## src/rtl/ahb_lite_rif_bridge_if.sv

```systemverilog
// Bus bundle for the AHB-Lite to register-interface bridge: AHB slave side
// plus the simple request/ready register port.
interface ahb_lite_rif_bridge_if #(
    parameter int ADDR_WIDTH = 12,
    parameter int DATA_WIDTH = 32
);
    logic                    HSEL;
    logic [ADDR_WIDTH-1:0]   HADDR;
    logic [1:0]              HTRANS;
    logic                    HWRITE;
    logic [2:0]              HSIZE;
    logic [DATA_WIDTH-1:0]   HWDATA;
    logic                    HREADY;
    logic                    HREADYOUT;
    logic                    HRESP;
    logic [DATA_WIDTH-1:0]   HRDATA;

    logic [ADDR_WIDTH-1:0]   rif_addr;
    logic                    rif_wr_req;
    logic                    rif_rd_req;
    logic [DATA_WIDTH/8-1:0] rif_wstrb;
    logic [DATA_WIDTH-1:0]   rif_wdata;
    logic [DATA_WIDTH-1:0]   rif_rdata;
    logic                    rif_ready;
    logic                    rif_err;

    // Bridge view.
    modport slave (
        input  HSEL, HADDR, HTRANS, HWRITE, HSIZE, HWDATA, HREADY,
        output HREADYOUT, HRESP, HRDATA,
        output rif_addr, rif_wr_req, rif_rd_req, rif_wstrb, rif_wdata,
        input  rif_rdata, rif_ready, rif_err
    );

    // Bus master plus register-file view.
    modport master (
        output HSEL, HADDR, HTRANS, HWRITE, HSIZE, HWDATA, HREADY,
        input  HREADYOUT, HRESP, HRDATA,
        input  rif_addr, rif_wr_req, rif_rd_req, rif_wstrb, rif_wdata,
        output rif_rdata, rif_ready, rif_err
    );
endinterface

```

## src/rtl/ahb_lite_rif_bridge.sv

```systemverilog
// AHB-Lite slave that turns each legal transfer into one held request on a
// simple register interface, with optional wait timeout and two-cycle ERROR.
module ahb_lite_rif_bridge #(
    parameter int ADDR_WIDTH = 12,
    parameter int DATA_WIDTH = 32,
    parameter int TIMEOUT    = 0
) (
    input  logic                 HCLK,
    input  logic                 HRESET,
    ahb_lite_rif_bridge_if.slave bus
);
    localparam int NB     = DATA_WIDTH / 8;
    localparam int LOG2NB = (NB > 1) ? $clog2(NB) : 0;
    localparam int CNT_W  = (TIMEOUT > 0) ? $clog2(TIMEOUT + 1) : 1;

    if (DATA_WIDTH < 8 || DATA_WIDTH > 1024 || (DATA_WIDTH & (DATA_WIDTH - 1)) != 0) begin : g_bad_width
        $fatal(1, "ahb_lite_rif_bridge: DATA_WIDTH must be a power of 2 in 8..1024");
    end

    typedef enum logic [1:0] {S_IDLE, S_ACCESS, S_ERR1, S_ERR2} state_e;

    state_e                state_q, state_d;
    logic [ADDR_WIDTH-1:0] addr_q, addr_d;
    logic                  write_q, write_d;
    logic [NB-1:0]         strb_q, strb_d;
    logic [CNT_W-1:0]      cnt_q, cnt_d;

    logic                  accept;
    logic                  legal;
    logic                  take;
    logic                  timeout_hit;
    logic [NB-1:0]         strb_new;
    logic [DATA_WIDTH-1:0] lane_mask;
    logic [31:0]           haddr32;
    logic [31:0]           off;
    logic [31:0]           nbytes;

    assign accept      = bus.HSEL && bus.HREADY && bus.HTRANS[1];
    assign timeout_hit = (TIMEOUT > 0) && (cnt_q == CNT_W'(TIMEOUT - 1));

    // Address-phase decode: legality and the byte lanes the transfer covers.
    always_comb begin
        haddr32  = 32'(bus.HADDR);
        nbytes   = 32'd1 << bus.HSIZE;
        off      = haddr32 & 32'(NB - 1);
        legal    = ({29'd0, bus.HSIZE} <= 32'(LOG2NB)) &&
                   ((haddr32 & (nbytes - 32'd1)) == 32'd0);
        strb_new = '0;
        for (int b = 0; b < NB; b++) begin
            strb_new[b] = (32'(b) >= off) && (32'(b) < off + nbytes);
        end
    end

    always_comb begin
        lane_mask = '0;
        for (int b = 0; b < NB; b++) begin
            lane_mask[b*8 +: 8] = {8{strb_q[b]}};
        end
    end

    always_ff @(posedge HCLK or posedge HRESET) begin
        if (HRESET) begin
            state_q <= S_IDLE;
            addr_q  <= '0;
            write_q <= 1'b0;
            strb_q  <= '0;
            cnt_q   <= '0;
        end else begin
            state_q <= state_d;
            addr_q  <= addr_d;
            write_q <= write_d;
            strb_q  <= strb_d;
            cnt_q   <= cnt_d;
        end
    end

    always_comb begin
        state_d        = state_q;
        addr_d         = addr_q;
        write_d        = write_q;
        strb_d         = strb_q;
        cnt_d          = cnt_q;
        take           = 1'b0;
        bus.HREADYOUT  = 1'b1;
        bus.HRESP      = 1'b0;
        bus.HRDATA     = '0;
        bus.rif_wr_req = 1'b0;
        bus.rif_rd_req = 1'b0;
        bus.rif_wdata  = '0;

        case (state_q)
            S_IDLE: take = 1'b1;
            S_ACCESS: begin
                bus.rif_wr_req = write_q;
                bus.rif_rd_req = ~write_q;
                // HWDATA is held by the master for the whole data phase.
                bus.rif_wdata  = write_q ? (bus.HWDATA & lane_mask) : '0;
                bus.HREADYOUT  = bus.rif_ready & ~bus.rif_err;
                if (bus.rif_ready) begin
                    if (bus.rif_err) begin
                        state_d = S_ERR1;
                    end else begin
                        take    = 1'b1;
                        state_d = S_IDLE;
                        if (!write_q) bus.HRDATA = bus.rif_rdata & lane_mask;
                    end
                end else if (timeout_hit) begin
                    state_d = S_ERR1;
                end else if (TIMEOUT > 0) begin
                    cnt_d = cnt_q + CNT_W'(1);
                end
            end
            S_ERR1: begin
                bus.HREADYOUT = 1'b0;
                bus.HRESP     = 1'b1;
                state_d       = S_ERR2;
            end
            S_ERR2: begin
                bus.HRESP = 1'b1;
                take      = 1'b1;
                state_d   = S_IDLE;
            end
            default: state_d = S_IDLE;
        endcase

        // A new address phase can only land on a cycle where this slave is ready.
        if (take && accept) begin
            state_d = legal ? S_ACCESS : S_ERR1;
            addr_d  = bus.HADDR;
            write_d = bus.HWRITE;
            strb_d  = legal ? strb_new : '0;
            cnt_d   = '0;
        end
    end

    assign bus.rif_addr  = addr_q;
    assign bus.rif_wstrb = strb_q;
endmodule
```

## src/flat_wrapper.sv

```systemverilog
// flat-port wrapper written by rule: the top's interface ports become plain ports
module ahb_lite_rif_bridge_flat 
#(
    parameter int ADDR_WIDTH = 12,
    parameter int DATA_WIDTH = 32,
    parameter int TIMEOUT    = 0
)
  (HCLK, HRESET, bus_HSEL, bus_HADDR, bus_HTRANS, bus_HWRITE, bus_HSIZE, bus_HWDATA, bus_HREADY, bus_HREADYOUT, bus_HRESP, bus_HRDATA, bus_rif_addr, bus_rif_wr_req, bus_rif_rd_req, bus_rif_wstrb, bus_rif_wdata, bus_rif_rdata, bus_rif_ready, bus_rif_err);
  ahb_lite_rif_bridge_if #(.ADDR_WIDTH(ADDR_WIDTH), .DATA_WIDTH(DATA_WIDTH)) bus_i ();
  input  logic HCLK;
  input  logic HRESET;
  input wire logic [$bits(bus_i.HSEL)-1:0] bus_HSEL;
  input wire logic [$bits(bus_i.HADDR)-1:0] bus_HADDR;
  input wire logic [$bits(bus_i.HTRANS)-1:0] bus_HTRANS;
  input wire logic [$bits(bus_i.HWRITE)-1:0] bus_HWRITE;
  input wire logic [$bits(bus_i.HSIZE)-1:0] bus_HSIZE;
  input wire logic [$bits(bus_i.HWDATA)-1:0] bus_HWDATA;
  input wire logic [$bits(bus_i.HREADY)-1:0] bus_HREADY;
  output wire logic [$bits(bus_i.HREADYOUT)-1:0] bus_HREADYOUT;
  output wire logic [$bits(bus_i.HRESP)-1:0] bus_HRESP;
  output wire logic [$bits(bus_i.HRDATA)-1:0] bus_HRDATA;
  output wire logic [$bits(bus_i.rif_addr)-1:0] bus_rif_addr;
  output wire logic [$bits(bus_i.rif_wr_req)-1:0] bus_rif_wr_req;
  output wire logic [$bits(bus_i.rif_rd_req)-1:0] bus_rif_rd_req;
  output wire logic [$bits(bus_i.rif_wstrb)-1:0] bus_rif_wstrb;
  output wire logic [$bits(bus_i.rif_wdata)-1:0] bus_rif_wdata;
  input wire logic [$bits(bus_i.rif_rdata)-1:0] bus_rif_rdata;
  input wire logic [$bits(bus_i.rif_ready)-1:0] bus_rif_ready;
  input wire logic [$bits(bus_i.rif_err)-1:0] bus_rif_err;
  assign bus_i.HSEL = bus_HSEL;
  assign bus_i.HADDR = bus_HADDR;
  assign bus_i.HTRANS = bus_HTRANS;
  assign bus_i.HWRITE = bus_HWRITE;
  assign bus_i.HSIZE = bus_HSIZE;
  assign bus_i.HWDATA = bus_HWDATA;
  assign bus_i.HREADY = bus_HREADY;
  assign bus_HREADYOUT = bus_i.HREADYOUT;
  assign bus_HRESP = bus_i.HRESP;
  assign bus_HRDATA = bus_i.HRDATA;
  assign bus_rif_addr = bus_i.rif_addr;
  assign bus_rif_wr_req = bus_i.rif_wr_req;
  assign bus_rif_rd_req = bus_i.rif_rd_req;
  assign bus_rif_wstrb = bus_i.rif_wstrb;
  assign bus_rif_wdata = bus_i.rif_wdata;
  assign bus_i.rif_rdata = bus_rif_rdata;
  assign bus_i.rif_ready = bus_rif_ready;
  assign bus_i.rif_err = bus_rif_err;
  ahb_lite_rif_bridge #(.ADDR_WIDTH(ADDR_WIDTH), .DATA_WIDTH(DATA_WIDTH), .TIMEOUT(TIMEOUT)) u_core (.HCLK(HCLK), .HRESET(HRESET), .bus(bus_i));
endmodule
```

## config.mk

```make
export PLATFORM = sky130hd
export DESIGN_NAME = ahb_lite_rif_bridge_flat
export DESIGN_NICKNAME = d
export VERILOG_FILES = /design/src/rtl/ahb_lite_rif_bridge_if.sv /design/src/rtl/ahb_lite_rif_bridge.sv /design/src/flat_wrapper.sv
export SDC_FILE = /design/constraint.sdc
export NUM_CORES = 1
export LEC_CHECK = 0
export ABC_AREA = 0
export BUFFER_PORTS_ARGS = -buffer_cell sky130_fd_sc_hd__buf_2
export CAP_MARGIN = 25
export CORE_ASPECT_RATIO = 2
export CORE_MARGIN = 4
export CORE_UTILIZATION = 31
export DETAILED_ROUTE_END_ITERATION = 6
export GPL_TIMING_DRIVEN = 0
export PLACE_DENSITY = 0.78
export RECOVER_POWER = 25
export SKIP_CTS_REPAIR_TIMING = 1
export SLEW_MARGIN = 20
export SYNTH_ARGS = -nofsm -noshare
export SYNTH_HDL_FRONTEND = slang
export SYNTH_SLANG_ARGS = --single-unit
export TNS_END_PERCENT = 1
```

## constraint.sdc

```tcl
create_clock -name HCLK -period 1.7 [get_ports HCLK]
set_input_delay 0.34 -clock HCLK [delete_from_list [all_inputs] [get_ports HCLK]]
set_output_delay 0.34 -clock HCLK [all_outputs]
set_load 0.01 [all_outputs]
```

; Word-level counts from Yosys, hierarchy flattened
; Cells that the tools add are included.
; Widths: inputs -> output; s select.
[totals]
register_bits = 19
out_inout_bits = 84
[op_classes]
n_addsub = 2
n_lt_le_gt_ge = 9
n_eq_ne = 4
shifts = 1
mux = 19
bitwise = 6
reduce_logical = 14
[ops]
columns = op, n
row1 = $mux 32, 6
row2 = $and 32x32->32, 2
row3 = $lt 1x32->1 const A, 2
row4 = $lt 2x32->1 const A, 2
row5 = $add 2x32->32, 1
row6 = $and 12x32->32, 1
row7 = $logic_not 32->1, 1
row8 = $shl 1x3->32 const A, 1
row9 = $sub 32x1->32 const B, 1
row10 = $logic_and 1x1->1, 8
row11 = $mux 2, 4
row12 = $pmux 2 s3, 1
row13 = $mux 1, 5
row14 = $eq 2x2->1 const B, 2
row15 = $ge 1x2->1 const A, 2
row16 = $ge 2x2->1 const A, 2
row17 = $mux 4, 1
row18 = $pmux 1 s2, 2
row19 = $reduce_bool 4->1, 1
row20 = $reduce_or 2->1, 2
row21 = $le 3x2->1 const B, 1
row22 = $ne 3x2->1 const B, 1
row23 = $eq 2x1->1 const B, 1
row24 = $logic_not 2->1, 1
row25 = other kinds (3), 4

; Depth between registers and ports, before layout
[depth]
word_depth = 7
mapped_depth = 9
ltp_nobuf = 9

; Worst setup path after synthesis
; Ideal clock, no wire load.
[synth_timing]
kind = input -> register
startpoint = input bus_HSIZE[2]
endpoint = register u_core.strb_q[2], in the netlist u_core.bus.rif_wstrb[2]
setup_ns = 0.122
arrival_ns = 2.136
required_time_ns = 1.578
setup_slack_ns = -0.557
stages = 9
n_path_buf = 0
path_cell_list = or3_1 > inv_1 > ha_1 > inv_1 > fa_1 > nor4b_1 > a21oi_1 > o21bai_1 > a32o_1
[synth_via]
elab_chain_len = 6
[synth_lines]
columns = item, line_no
row1 = "start, declared", flat_wrapper.sv:16  ; input wire logic [$bits(bus_i.HSIZE)-1:0] bus_HSIZE;
row2 = "parallel branches: the longest is 5 deep, another holds $add 2x32->32", --
row3 = $mux 4 (*), ahb_lite_rif_bridge.sv:131  ; strb_d = legal ? strb_new : '0;
row4 = "end signal, assigned", ahb_lite_rif_bridge.sv:72  ; strb_q <= strb_d;
row5 = "end, declared", ahb_lite_rif_bridge.sv:25  ; logic [NB-1:0] strb_q, strb_d;
; Every way passes the cells marked *.
; A chain may end at the register's enable or synchronous reset.

; Worst setup path in the final report
[layout_timing]
startpoint = register u_core.state_q[0]
endpoint = output bus_HRDATA[11]
[layout_via]
elab_chain_len = 2
[layout_lines]
columns = item, line_no
row1 = "start, declared", ahb_lite_rif_bridge.sv:22  ; state_e state_q, state_d;
row2 = "start signal, assigned", ahb_lite_rif_bridge.sv:69  ; state_q <= state_d;
row3 = $eq 2x1->1, ahb_lite_rif_bridge.sv:91  ; case (state_q)
row4 = $mux 32, ahb_lite_rif_bridge.sv:91
row5 = "end, declared", flat_wrapper.sv:21  ; output wire logic [$bits(bus_i.HRDATA)-1:0] bus_HRDATA;
; No other way between the ends.

==> reports/metrics.yaml <==
worst_slew_pin_slew_ns: 0.7045
multi_input_area_mm2: 0.001028
fillCellCount: 467
area_delta_synth_final_pct: 73.10
wl_mm: 6.230
clk_latency_ns: 0.26
root_buffer: "clkbuf_8"
hold_class: "input pin to async pin"
h-tree-depth: 1
portBuffers: 170
status: "finished, violations left"
syn-num-nets: 258
numCtsBuffers: 3
num_antenna_cells: 0
clockPowerShare_pct: 12.9
clk_pin_slew_worst_paths_ns: 0.07
pwr-share-comb_pct: 51.1
postRouteAntennaNets: 0
synthesis.area_mm2: 0.001516
p_sw_share_pct: 39.78
violations: "setup timing"
fin_ws_ns: -0.4543
num_vias: 1895
syn_area_per_cell_um2: 9.303
min_period_over_period_pct: 126.7
grt_pass1_wl_mm: 8.687
row_count: 35
syn_inst: 163
drc: 0
reg2reg_slack_ns: -0.24
clock_skew_ns: 0.003003
die_h_um: 106.9
clock_path_buffers: 2
tritoncts: "built"
drt_iter0_markers: 71
first_pass_iters: 4
cts.sinks: 19
hold_viol: 0
fin_setup_tns_ns: -24.19
async_reset_ff_share_pct: 100.0
reg2reg_depth: 7
maxCapViolCount: 0
gr-total-overflow: 0
synth_cell_types: 38
gp_congestion: 0.7501
setup_viol: 85
worstSetupPathType: "flip-flop to output pin"
critPathCaptureType: "output pin"
r2r_start: "u_core.state_q[1]$_DFFE_PP0P_"
ys_ff_latch: 19
nets: 437
p_int_uw: 1467
sequentialPowerShare_pct: 36.1
p_leak_uw: 0.001714
arrival_ns: 1.81
die_w_um: 57.46
ys.warnings.count: 0
startpoint: "u_core.state_q[0]$_DFFE_PP0P_"
endpoint: "bus_HRDATA[11]"
critPathLaunchType: "flip-flop"
stdcell_area_mm2: 0.002625
grt_pass1_vias: 1831
start_util_pct: 32.36
fmaxAchievable_mhz: 464.2
ys_seq_area_share_pct: 31.35
viasPerCell: 4.785
worstPathMaxFanout: 7
slew_headroom_pct: 52.98
dieArea_mm2: 0.006143
grt_max_degree: 20
grtUsageTotal_pct: 18.03
p_sw_uw: 969.3
final-seq-area_um2: 475.5
slew_violations: 0
synth-edff-count: 0
crit_required_ns: 1.36
synth-main-ff-cell: "dfrtp_1"
placedInstanceArea_mm2: 0.002445
core-area_mm2: 0.004686
place_hpwl_mm: 5.068
rsz0062_at_grt: "yes"
reg2reg_to: "u_core.bus.rif_addr[4]$_DFFE_PP0P_"
wl_per_cell_um: 15.73
antenna_found_initial: 0
ios: 172
power.density_mw_per_mm2: 928.2
min_period_ns: 2.154
drive_gt1_share_pct: 62.76
ir_drop_mv: 0.7186
cells by family (layout without fill, tap and decap cells):
| family | count (synthesis) | after routing | synth area share [%] |
|---|---|---|---|
| compound gates | 16 | 16 | 8.169 |
| fa+ha+maj | 7 | 7 | 6.271 |
| buf+inv | 16 | 194 | 5.280 |
| flops | 19 | 19 | 31.35 |
| mux | 13 | 13 | 10.31 |
| simple gates | 92 | 92 | 38.62 |
layer usage:
layer | vias to the layer above | global-route usage (%) | routed length, um
li1 | 919 | - | -
met1 | 868 | 15.43 | 1910
met2 | 95 | 36.89 | 3573
met3 | 13 | 4.940 | 594
met4 | 0 | 6.302 | 150
met5 | - | 0 | 0
final cells by class:
cell class / instances / area share (%)
timing repair buffer: 174 / 34.41
sequential: 19 / 18.11
buffer: 6 / 2.479
tap: 55 / 2.622
multi-input combinational: 128 / 39.18
clock inverter: 1 / 0.1907
clock buffer: 3 / 1.573
inverter: 10 / 1.430
worst min-delay path by stage:
stage | from | to | slack, ns | cells past startpoint
after global routing | HRESET | u_core.bus.rif_addr[5]$_DFFE_PP0P_ | 0.24 | 2
after global placement | u_core.bus.rif_addr[1]$_DFFE_PP0P_ | u_core.bus.rif_addr[1]$_DFFE_PP0P_ | 0.47 | 2
after detailed placement | u_core.bus.rif_addr[1]$_DFFE_PP0P_ | u_core.bus.rif_addr[1]$_DFFE_PP0P_ | 0.47 | 2
final | HRESET | u_core.bus.rif_addr[5]$_DFFE_PP0P_ | 0.18 | 2
after CTS | HRESET | u_core.bus.rif_addr[2]$_DFFE_PP0P_ | 0.22 | 2
after floorplan | HRESET | u_core.bus.rif_addr[0]$_DFFE_PP0P_ | 0.29 | 1
layout by cell type (no fill, tap or decap), drive strengths merged, types with 2 or more instances in the layout:
| cell type | netlist | final |
|---|---|---|
| dfrtp | 19 | 19 |
| o21ai | 4 | 4 |
| inv | 10 | 10 |
| or2 | 2 | 2 |
| ha | 6 | 6 |
| buf | 2 | 180 |
| and3 | 36 | 36 |
| or3 | 2 | 2 |
| a21oi | 3 | 3 |
| nand2 | 7 | 7 |
| clkbuf | 4 | 3 |
| nor2 | 4 | 4 |
| mux2 | 12 | 12 |
| and2 | 33 | 33 |
per-stage QoR:
step | total power (uW) | std cells | utilization [%] | setup slack, ns | hold slack (ns)
floorplan | 1530 | 163 | - | -0.4659 | 0.2911
global placement | 2016 | 388 | 52.18 | -0.6938 | 0.4728
detailed placement | 2061 | 388 | 52.18 | -0.7641 | 0.4681
CTS | 2376 | 392 | 53.16 | -0.7227 | 0.2206
global route | 2623 | 396 | 56.02 | -0.5012 | 0.2422
finish | 2437 | 396 | 56.02 | -0.4543 | 0.1836
power groups by stage:
stage	Combinational (uW)	Sequential (uW)	Clock (uW)
after floorplan	627	903	0
after global placement	1160	856	0
after detailed placement	1190	873	0
after CTS	1190	866	323
after global routing	1370	910	344
final	1240	879	314
synthesized netlist by cell type, types with 2 or more instances:
library cell	n	share of area, %
clkbuf_1	3	0.74
ha_1	6	5.0
or3_1	2	0.82
dfrtp_1	19	31
mux2_2	9	6.7
nand2_1	7	1.7
and3_1	36	15
inv_1	10	2.5
a21oi_1	3	0.99
and2_1	33	14
o21ai_0	3	0.99
mux2_4	3	3.0
nor2_1	4	0.99
sequential cells by signal, indices dropped and copies added (netlist names):
signal and count:
u_core.bus.rif_addr 12, u_core.state_q 2, u_core.write_q 1, u_core.bus.rif_wstrb 4
worst max-delay path: stages (launching register included):
cell and delay, ns:
dfrtp_1 0.44, ha_4 0.20, and2b_1 0.16, and3b_2 0.28, buf_4 0.18, and3_1 0.17, buf_2 0.13
Note: power is estimated with default switching activity, not from simulation.
